$ cat src/rtl/cdb_arbiter.sv
// Common data bus arbiter: grants up to two finished results per cycle in
// round-robin order and broadcasts them on the two registered CDB buses.
module cdb_arbiter #(
    parameter int unsigned      NUM_REQ     = 4,
    parameter int unsigned      DATA_W      = 32,
    parameter int unsigned      ROB_W       = 6,
    parameter logic [ROB_W-1:0] INVALID_TAG = ROB_W'(16)
) (
    input  logic                      clock,
    input  logic                      reset,
    input  logic [NUM_REQ-1:0]        req,
    input  logic [NUM_REQ*DATA_W-1:0] reqData,
    input  logic [NUM_REQ*ROB_W-1:0]  reqRobNum,
    output logic [NUM_REQ-1:0]        grant,
    output logic                      cdbIscast,
    output logic [DATA_W-1:0]         cdbData,
    output logic [ROB_W-1:0]          cdbRobNum,
    output logic                      cdbIscast2,
    output logic [DATA_W-1:0]         cdbData2,
    output logic [ROB_W-1:0]          cdbRobNum2,
    output logic [15:0]               castCount
);
    localparam int unsigned PTR_W = (NUM_REQ > 1) ? $clog2(NUM_REQ) : 1;
    localparam int unsigned CNT_W = 16;

    logic [PTR_W-1:0]   ptr;
    logic [DATA_W-1:0]  data_arr [NUM_REQ];
    logic [ROB_W-1:0]   tag_arr  [NUM_REQ];
    logic [NUM_REQ-1:0] eligible;
    logic               a_found;
    logic               b_found;
    logic [PTR_W-1:0]   a_idx;
    logic [PTR_W-1:0]   b_idx;

    // Unpack flat producer buses; an INVALID_TAG request is never eligible
    for (genvar i = 0; i < NUM_REQ; i++) begin : g_unpack
        assign data_arr[i] = reqData[i*DATA_W +: DATA_W];
        assign tag_arr[i]  = reqRobNum[i*ROB_W +: ROB_W];
        assign eligible[i] = req[i] && (tag_arr[i] != INVALID_TAG);
    end

    function automatic logic [PTR_W-1:0] wrap_inc(input logic [PTR_W-1:0] i);
        if (32'(i) == NUM_REQ - 1) return '0;
        return i + PTR_W'(1);
    endfunction

    // First two eligible requesters in search order starting at ptr
    always_comb begin
        int unsigned      s;
        logic [PTR_W-1:0] idx;
        a_found = 1'b0;
        b_found = 1'b0;
        a_idx   = '0;
        b_idx   = '0;
        s       = 0;
        idx     = '0;
        for (int unsigned k = 0; k < NUM_REQ; k++) begin
            s = 32'(ptr) + k;
            if (s >= NUM_REQ) s = s - NUM_REQ;
            idx = PTR_W'(s);
            if (eligible[idx]) begin
                if (!a_found) begin
                    a_found = 1'b1;
                    a_idx   = idx;
                end else if (!b_found) begin
                    b_found = 1'b1;
                    b_idx   = idx;
                end
            end
        end
    end

    // Grant is suppressed during reset so held requests survive it
    always_comb begin
        grant = '0;
        if (!reset) begin
            if (a_found) grant[a_idx] = 1'b1;
            if (b_found) grant[b_idx] = 1'b1;
        end
    end

    always_ff @(posedge clock) begin
        if (reset) begin
            ptr        <= '0;
            castCount  <= '0;
            cdbIscast  <= 1'b0;
            cdbData    <= '0;
            cdbRobNum  <= INVALID_TAG;
            cdbIscast2 <= 1'b0;
            cdbData2   <= '0;
            cdbRobNum2 <= INVALID_TAG;
        end else begin
            cdbIscast  <= a_found;
            cdbData    <= a_found ? data_arr[a_idx] : '0;
            cdbRobNum  <= a_found ? tag_arr[a_idx] : INVALID_TAG;
            cdbIscast2 <= b_found;
            cdbData2   <= b_found ? data_arr[b_idx] : '0;
            cdbRobNum2 <= b_found ? tag_arr[b_idx] : INVALID_TAG;
            if (b_found)      ptr <= wrap_inc(b_idx);
            else if (a_found) ptr <= wrap_inc(a_idx);
            castCount <= castCount + CNT_W'(a_found) + CNT_W'(b_found);
        end
    end
endmodule

$ cat config.mk
export PLATFORM = sky130hd
export DESIGN_NAME = cdb_arbiter
export DESIGN_NICKNAME = d
export VERILOG_FILES = /design/src/rtl/cdb_arbiter.sv
export SDC_FILE = /design/constraint.sdc
export NUM_CORES = 1
export LEC_CHECK = 0
export ABC_CLOCK_PERIOD_IN_PS = 4200
export CAP_MARGIN = 20
export CORE_ASPECT_RATIO = 1.5
export CORE_MARGIN = 2
export CORE_UTILIZATION = 31
export CTS_CLUSTER_SIZE = 40
export DETAILED_ROUTE_END_ITERATION = 12
export MAX_ROUTING_LAYER = met4
export REMOVE_ABC_BUFFERS = 1
export SYNTH_ARGS = -nofsm -noshare
export SYNTH_HDL_FRONTEND = slang
export SYNTH_SLANG_ARGS = --single-unit
$ cat constraint.sdc
create_clock -name clock -period 4.2 [get_ports clock]
set_input_delay 0.42 -clock clock [delete_from_list [all_inputs] [get_ports clock]]
set_output_delay 0.42 -clock clock [all_outputs]
set_load 0.02 [all_outputs]
==> run metrics <==
Switching Power 2.40 mW; total global routing overflow 0; NumNets Final 1054; reg-to-reg slack, setup 1030 ps; average cell area after synthesis 9.16 um^2; top-level port count 256; synth unique cells 59; vias in the first global route 6745; worst vdd ir 0.000305 V; DR vias 6498; largest net degree at the start of global routing 77; dpl hpwl 16900 um; WHS 516 ps; final wirelength 24400 um; Tot GR Track Use 0.246; Root Driver clkbuf_16; Cells after Synth 630; MaxCap Viol Count 0; Die Ht 171 um; WL/cell 21.4 um; Fmax achieved 0.249 GHz; static leakage power 3.47 nW; fillers 1784; Worst-path clk slew 70 ps; CP Max Fanout 6; CP Capture Type primary output; Worst-Margin Slew 955 ps; Relative slew margins 0.364; DP Area 8830 um^2; Setup CP Type primary input to primary output; Seq pwr share 0.240; fin crit period 4020 ps; DRC errors left 0; Area Overhead vs Synth 58.6%; setup violators final 0; Worst Path Arrival 3600 ps; Die X 115 um; internal power 3.10 mW; full die area 19700 um^2; most frequent cells in the layout clkdlybuf4s50_1, dfxtp_1, mux2i_1; status completed; FP Rows 61; Critical Path Source Type primary input; fin crit share 0.956; hold depth 2; first-pass GRT wire length 36200 um; post-route ant nets 0; post-route insts no fill 1143; layout cells sized above 1 0.127; GPL Wtd Cong 0.957; 1st-pass router iterations 5; design area 9150 um^2; RSZ-0062 raised after global routing no; Clock Skew 11.9 ps; R2R depth 9; CTS sink cnt 96; Initial Util 0.314; #FFs+latches synth 96; area of the multi-input gates 3580 um^2; fraction of registers with async set/reset 0; Worst Hold Class register to register; Clk pwr share 0.164; mapped cell area 5770 um^2; Fin Setup TNS 0 ps; switching share of power 0.437; sequential cell area 1920 um^2; Gate power share 0.596; vias per cell 5.69; Pwr Density 601 nW/um^2; synth warn 0; CTS tree built; Pins Over Slew Limit 0; H-tree Lvls 3; Worst-Skew Late Latency 360 ps; Post-CTS Setup Bufs 0; total CTS buffers 9; final hold vios 0; initial antenna violation count 1; buffer levels on the longest clock path 2; EDFF count, synth 0; Most used DFF post-synth dfxtp_1; core area 18400 um^2; IO Port Bufs 255; sequential fraction of the synthesis area 0.333; Critical Path RT 3780 ps; post-layout util 0.498; number of placed instances, taps included 1125; most common cell after layout, fill and taps aside clkdlybuf4s50_1; DRT iter0 DRCs 334
==> flip-flops by register name, indices dropped and copies added (netlist names) <==
signal	flops
castCount	16
cdbData	32
cdbData2	32
cdbIscast	1
cdbIscast2	1
cdbRobNum	6
cdbRobNum2	6
ptr	2
==> layout make-up <==
| class | count | area share |
|---|---|---|
| repair buffers | 307 | 0.325 |
| diodes | 2 | 0.000547 |
| inverters | 12 | 0.00492 |
| clock inverters | 5 | 0.00738 |
| well taps | 252 | 0.0344 |
| clock buffers | 11 | 0.0265 |
| flip-flops and latches | 96 | 0.210 |
| multi-input cells | 458 | 0.391 |
==> per-layer routing <==
layer | wire, um | track usage
met1 | 9200 | 0.268
met2 | 12600 | 0.416
met3 | 1280 | 0.0418
met4 | 1320 | 0.141
met5 | 0 | -
==> metrics by stage <==
stage | setup WS, ps | power (mW)
2_1_floorplan | -2730 | 3.10
3_3_place_gp | -294 | 4.57
3_5_place_dp | -300 | 4.60
4_1_cts | 17.3 | 5.52
5_1_grt | 29.6 | 5.77
6_report | 184 | 5.50
==> logic make-up (layout without fill, tap and decap cells) <==
logic type / Yosys count / in the layout / share of synthesized area
fa+ha+maj: 12 / 12 / 0.0273
simple gates: 181 / 181 / 0.163
mux: 78 / 78 / 0.136
compound gates: 176 / 176 / 0.266
flops: 96 / 96 / 0.333
xor+xnor: 11 / 11 / 0.0167
buf+inv: 76 / 335 / 0.0585
other cells: 0 / 2 / 0
==> worst max-delay path, cell delays in order <==
cell and delay, ps:
clkdlybuf4s50_1 450, or4b_4 560, o31a_1 300, a211oi_2 240, a21oi_1 90, ha_2 260
a221oi_1 270, o211ai_1 160, o22ai_2 160, nor2_1 110, ha_1 220, a22o_1 200
clkbuf_2 150
==> final timing paths <==
kind                           startpoint                        to
hold reg to reg   castCount[9]$_SDFF_PP0_   castCount[9]$_SDFF_PP0_
setup reg to reg      ptr[0]$_SDFFE_PP0P_  cdbRobNum2[5]$_SDFF_PP0_
hold / removal    castCount[9]$_SDFF_PP0_   castCount[9]$_SDFF_PP0_
setup / recovery            reqRobNum[14]                  grant[3]
==> repair_timing <==
item / in CTS / in global routing
setup endpoints to repair: 2 / 4
endpoints found under the hold margin: 0 / 0
hold buffers: 0 / 0
pin swaps: 0 / 2
resized for setup: 5 / 8
==> cells in the mapped netlist, drive strengths merged (5+ instances only) <==
cell / number / area [um^2]
and3: 42 / 268
ha: 11 / 138
nor2: 21 / 78.8
dfxtp: 96 / 1920
a21oi: 10 / 50.1
a311oi: 38 / 339
inv: 11 / 41.3
o21ai: 15 / 75.1
a2111oi: 40 / 369
mux2i: 76 / 761
nand2: 46 / 173
nand3: 39 / 195
buf: 29 / 160
nand4: 8 / 50.1
xnor2: 7 / 61.3
o22ai: 39 / 369
nor4: 5 / 31.3
clkbuf: 35 / 133
==> power by group through the flow <==
stage          Clock (mW)  Combinational, mW  Sequential, mW
6_report            0.900               3.28            1.32
5_1_grt             0.954               3.47            1.35
4_1_cts             0.923               3.27            1.32
3_5_place_dp            0               3.26            1.34
3_3_place_gp            0               3.23            1.34
2_1_floorplan           0               1.39            1.71
(Power assumes the default switching activity.)
==> RTL change 1, RTL diff (same flow settings) <==
`cdbData` and `cdbData2` no longer have a reset.
--- a/src/rtl/cdb_arbiter.sv
+++ b/src/rtl/cdb_arbiter.sv
@@ -86,6 +86,4 @@
             cdbIscast  <= 1'b0;
-            cdbData    <= '0;
             cdbRobNum  <= INVALID_TAG;
             cdbIscast2 <= 1'b0;
-            cdbData2   <= '0;
             cdbRobNum2 <= INVALID_TAG;
@@ -93,6 +91,4 @@
             cdbIscast  <= a_found;
-            cdbData    <= a_found ? data_arr[a_idx] : '0;
             cdbRobNum  <= a_found ? tag_arr[a_idx] : INVALID_TAG;
             cdbIscast2 <= b_found;
-            cdbData2   <= b_found ? data_arr[b_idx] : '0;
             cdbRobNum2 <= b_found ? tag_arr[b_idx] : INVALID_TAG;
@@ -103,2 +99,7 @@
     end
+
+    always_ff @(posedge clock) begin
+        cdbData  <= a_found ? data_arr[a_idx] : '0;
+        cdbData2 <= b_found ? data_arr[b_idx] : '0;
+    end
 endmodule
Behaviour: not the same (a bounded check fails within 4 cycles, from zero or initial values and one cycle with reset high).
==> RTL change 1 against the original RTL <==
  * Synthesized area is 20% higher
  * Design area is 13% higher
  * Largest cell class unchanged
  * Critical path type unchanged
  * Hold slack worse by 0.011 ns
  * Sequential power is 7% higher
  * Routed wire length is 12% higher
  * Power is 26% higher
  * Utilization is 2.9 points lower
  * Worst setup slack worse by 0.049 ns
  * Critical endpoint is now grant[2]
  * Sequential cell count stayed put
  * Synthesized cell count is 21% higher
==> RTL change 1: results <==
group,metric,value,unit
place,placed_area,0.0100,mm^2
critical_path,crit_family,"simple AND/OR/NAND/NOR gates",
place,post-place-cells,1288,
sta,slew_headroom,47.3,%
grt,grt_max_degree,151,
drt,firstDrtPassIters,7,
synthesis,synth.top_cells.by_count,"dfxtp_1, and3_1, a21boi_0, mux2i_1, o211ai_1",
critical_path,arrival,3.65,ns
drt,drtIter0Drc,392,
power,combPwrFrac,66.1,%
synthesis,synth_cell_type_count,78,
finish,nets,1194,
synthesis,synthTopCellsByArea,"dfxtp_1, mux2i_1, a21boi_0, and3_1, o22ai_2",
synthesis,syn_inst,760,
power,power_density,668,mW/mm^2
run_status,status,"finished, final reports clean",
power,p_leak,4.14,nW
power,p_sw_share,44.6,%
place,hpwl,19200,um
synthesis,yosysSeqAreaShare,27.7,%
sta,skew,0.00613,ns
place,pre_cts_ws,-0.0803,ns
finish,drive_above_1_share,15.3,%
power,irDropWorstVdd,419,uV
critical_path,worstPathMaxFanout,4,
[RTL change 1: changes by cell type after synthesis, moves of 10 or more]
cell	unedited run	this run
a311oi_1	37	1
and3_1	41	80
o211ai_1	2	47
mux2i_1	76	66
nand3_1	39	18
a2111oi_0	39	0
o22ai_2	20	31
o22ai_1	19	40
a21boi_0	3	75
nand2_1	46	6
a21oi_1	10	46
[RTL change 1: path summary, 6_finish.rpt]
path	start	end	slack [ns]	depth (start not counted)
setup reg to reg	ptr[0]	cdbData2[0]	1.15	11
hold / removal	castCount[10]	castCount[10]	0.50	2
hold reg to reg	castCount[10]	castCount[10]	0.50	2
setup / recovery	reqRobNum[5]	grant[2]	0.13	12
[RTL change 1: logic make-up (layout without fill, tap and decap cells)]
family	after synthesis	in the layout	synth area share [%]
AOI/OAI and AO/OA	305	305	34.7
xor gates and xnor gates	12	12	1.52
adders and majority gates	12	12	2.28
buffers and inverters	88	357	7.59
DFF	96	96	27.7
muxes	71	71	10.3
other	0	1	0
and+or+nand+nor	176	176	15.8
[RTL change 1: repair_timing]
action,CTS,global route
gates resized for setup,4,0
endpoints found under the setup margin,4,2
gates cloned,0,0
pin swaps,0,1
[RTL change 1: cell type report]
type                            count  area (um^2)
Clock buffer                       12          246
Fill cell                        2139        11800
Clock inverter                      4         76.3
Inverter                            9         33.8
Multi-Input combinational cell    576         4510
Timing Repair Buffer              332         3230
Tap cell                          276          345
Sequential cell                    96         1920
Antenna cell                        1         2.50
[RTL change 1: per-layer routing]
layer  up-vias  routed length (um)  global-route usage, %
li1       3466                   -                      -
met1      3561               10900                   25.9
met2       261               13900                   39.6
met3        63                1410                   4.72
met4         0                1180                   10.4
met5         -                   0                      -
==> RTL change 2, RTL diff (config.mk and constraints unchanged) <==
Without the edit above. `ROB_W`: 6 -> 12.
--- a/src/rtl/cdb_arbiter.sv
+++ b/src/rtl/cdb_arbiter.sv
@@ -5,3 +5,3 @@
     parameter int unsigned      DATA_W      = 32,
-    parameter int unsigned      ROB_W       = 6,
+    parameter int unsigned      ROB_W       = 12,
     parameter logic [ROB_W-1:0] INVALID_TAG = ROB_W'(16)
Interface: changed (resized cdbRobNum, cdbRobNum2 and reqRobNum); port bits go from 256 to 292. The function was not compared with the original's and may differ.
==> RTL change 2 against the original RTL <==
  * Die area up 26%
  * Sequential cell count up 12
  * Sequential share of layout area down 1.5 points
  * Clock power up 4.0%
  * Register-to-register slack better by 0.04 ns
  * Routed wire length up 27%
  * Power up 18%
  * Synthesized area up 27%
  * Worst setup slack worse by 0.018 ns
  * Utilization down 1.7 points
  * Clock skew about the same
  * Synthesized cell count up 36%
  * Design area up 21%
  * Largest power group unchanged
==> RTL change 2: results <==
group,metric,value,unit
run_status,status,"finished, final reports clean",
synthesis,synth.top_cells.by_count,"and3_1, dfxtp_1, mux2i_1, a21boi_0, o21ai_0",
synthesis,synthMuxAreaShare,12.4,%
sta,max_slew.worst_pin.slew,0.927,ns
critical_path,arrival,3.61,ns
drt,via_count,8055,
synthesis,synth_compound_area_share,30.5,%
synthesis,synth-xor-area-share,1.32,%
drt,wl_per_cell,21.3,um
finish,antenna_cells,6,
synthesis,synth_adder_area_share,2.30,%
clock_tree,clock_latency,0.36,ns
grt,grt_max_degree,175,
power,p_leak,4.53,nW
power,irDropWorstVdd,488,uV
drt,firstDrtPassIters,5,
grt,antenna_found_initial,4,
run,maxCapViolCount,0,
place,gp_congestion,0.899,
clock_tree,cts-root-buf,"clkbuf_16",
finish,inverters,17,
finish,nonClkBufAreaFrac,31.0,%
finish,nMultiInputCombCells,632,
critical_path,max_stage_delay,0.58,ns
finish,seq_cells,108,
drt,drtIter0Drc,644,
finish,clock_area_share,2.89,%
place,port_buffers,291,
place,hpwl,20600,um
synthesis,synthTopCellsByArea,"dfxtp_1, mux2i_1, and3_1, a21boi_0, o21ai_0",
finish,drive_above_1_share,9.89,%
sta,skew,0.0119,ns
finish,multi_input_area_share,42.3,%
grt,grt_pass1_vias,7718,
finish,nets,1322,
critical_path,worstPathMaxFanout,3,
finish,fillers,2195,
finish,buffers,360,
grt,grt_use_total,24.7,%
finish,register_area,0.00216,mm^2
synthesis,yosysSeqAreaShare,29.6,%
synthesis,synth_cell_type_count,61,
grt,grt_pass1_wl,45800,um
finish,clockBufferCount,12,
## RTL change 2: per-stage QoR
stage / hold slack [ns] / worst slack (ns) / instance area, um^2 / instances
detailed placement: 0.505 / -0.323 / 10700 / 1430
finish: 0.512 / 0.165 / 11100 / 1454
global route: 0.548 / 0.0698 / 11100 / 1452
CTS: 0.517 / 0.00532 / 11100 / 1446
global placement: 0.483 / -0.278 / 10700 / 1430
floorplan: 0.487 / -2.75 / 6850 / 757
## RTL change 2: metal layers
metal	vias up	GRT usage [%]	wire length (um)
met1	3921	29.4	12600
met2	279	41.5	15500
met4	0	9.41	998
met3	44	4.12	1950
met5	-	-	0
li1	3811	-	-
## RTL change 2: path summary, 6_finish.rpt
check / to / cells past startpoint / from / slack [ns]
worst min register to register: castCount[7] / 2 / castCount[7] / 0.51
worst min-delay path: castCount[7] / 2 / castCount[7] / 0.51
worst max-delay path: grant[1] / 11 / reqRobNum[12] / 0.17
worst max register to register: cdbRobNum[10] / 11 / ptr[1] / 1.07
## RTL change 2: repair_timing
action,4_1_cts,5_1_grt
hold buffers,0,0
resized for setup,10,8
hold endpoints to repair,0,0
gates cloned,0,0
setup buffers,0,2
setup endpoints to repair,4,4
## RTL change 2: worst max-delay path: cells and delay by family
kind / cells / cell delay (ns)
AO/OA/AOI/OAI: 5 / 1.21
adder cells (fa/ha/maj): 1 / 0.15
buffers and inverters: 3 / 0.79
AND/OR/NAND/NOR: 2 / 1.05
## RTL change 2: report_power, final
part | switching [mW] | internal, mW
combinational | 2.27 | 1.76
sequential | 0.133 | 1.38
clock | 0.422 | 0.515
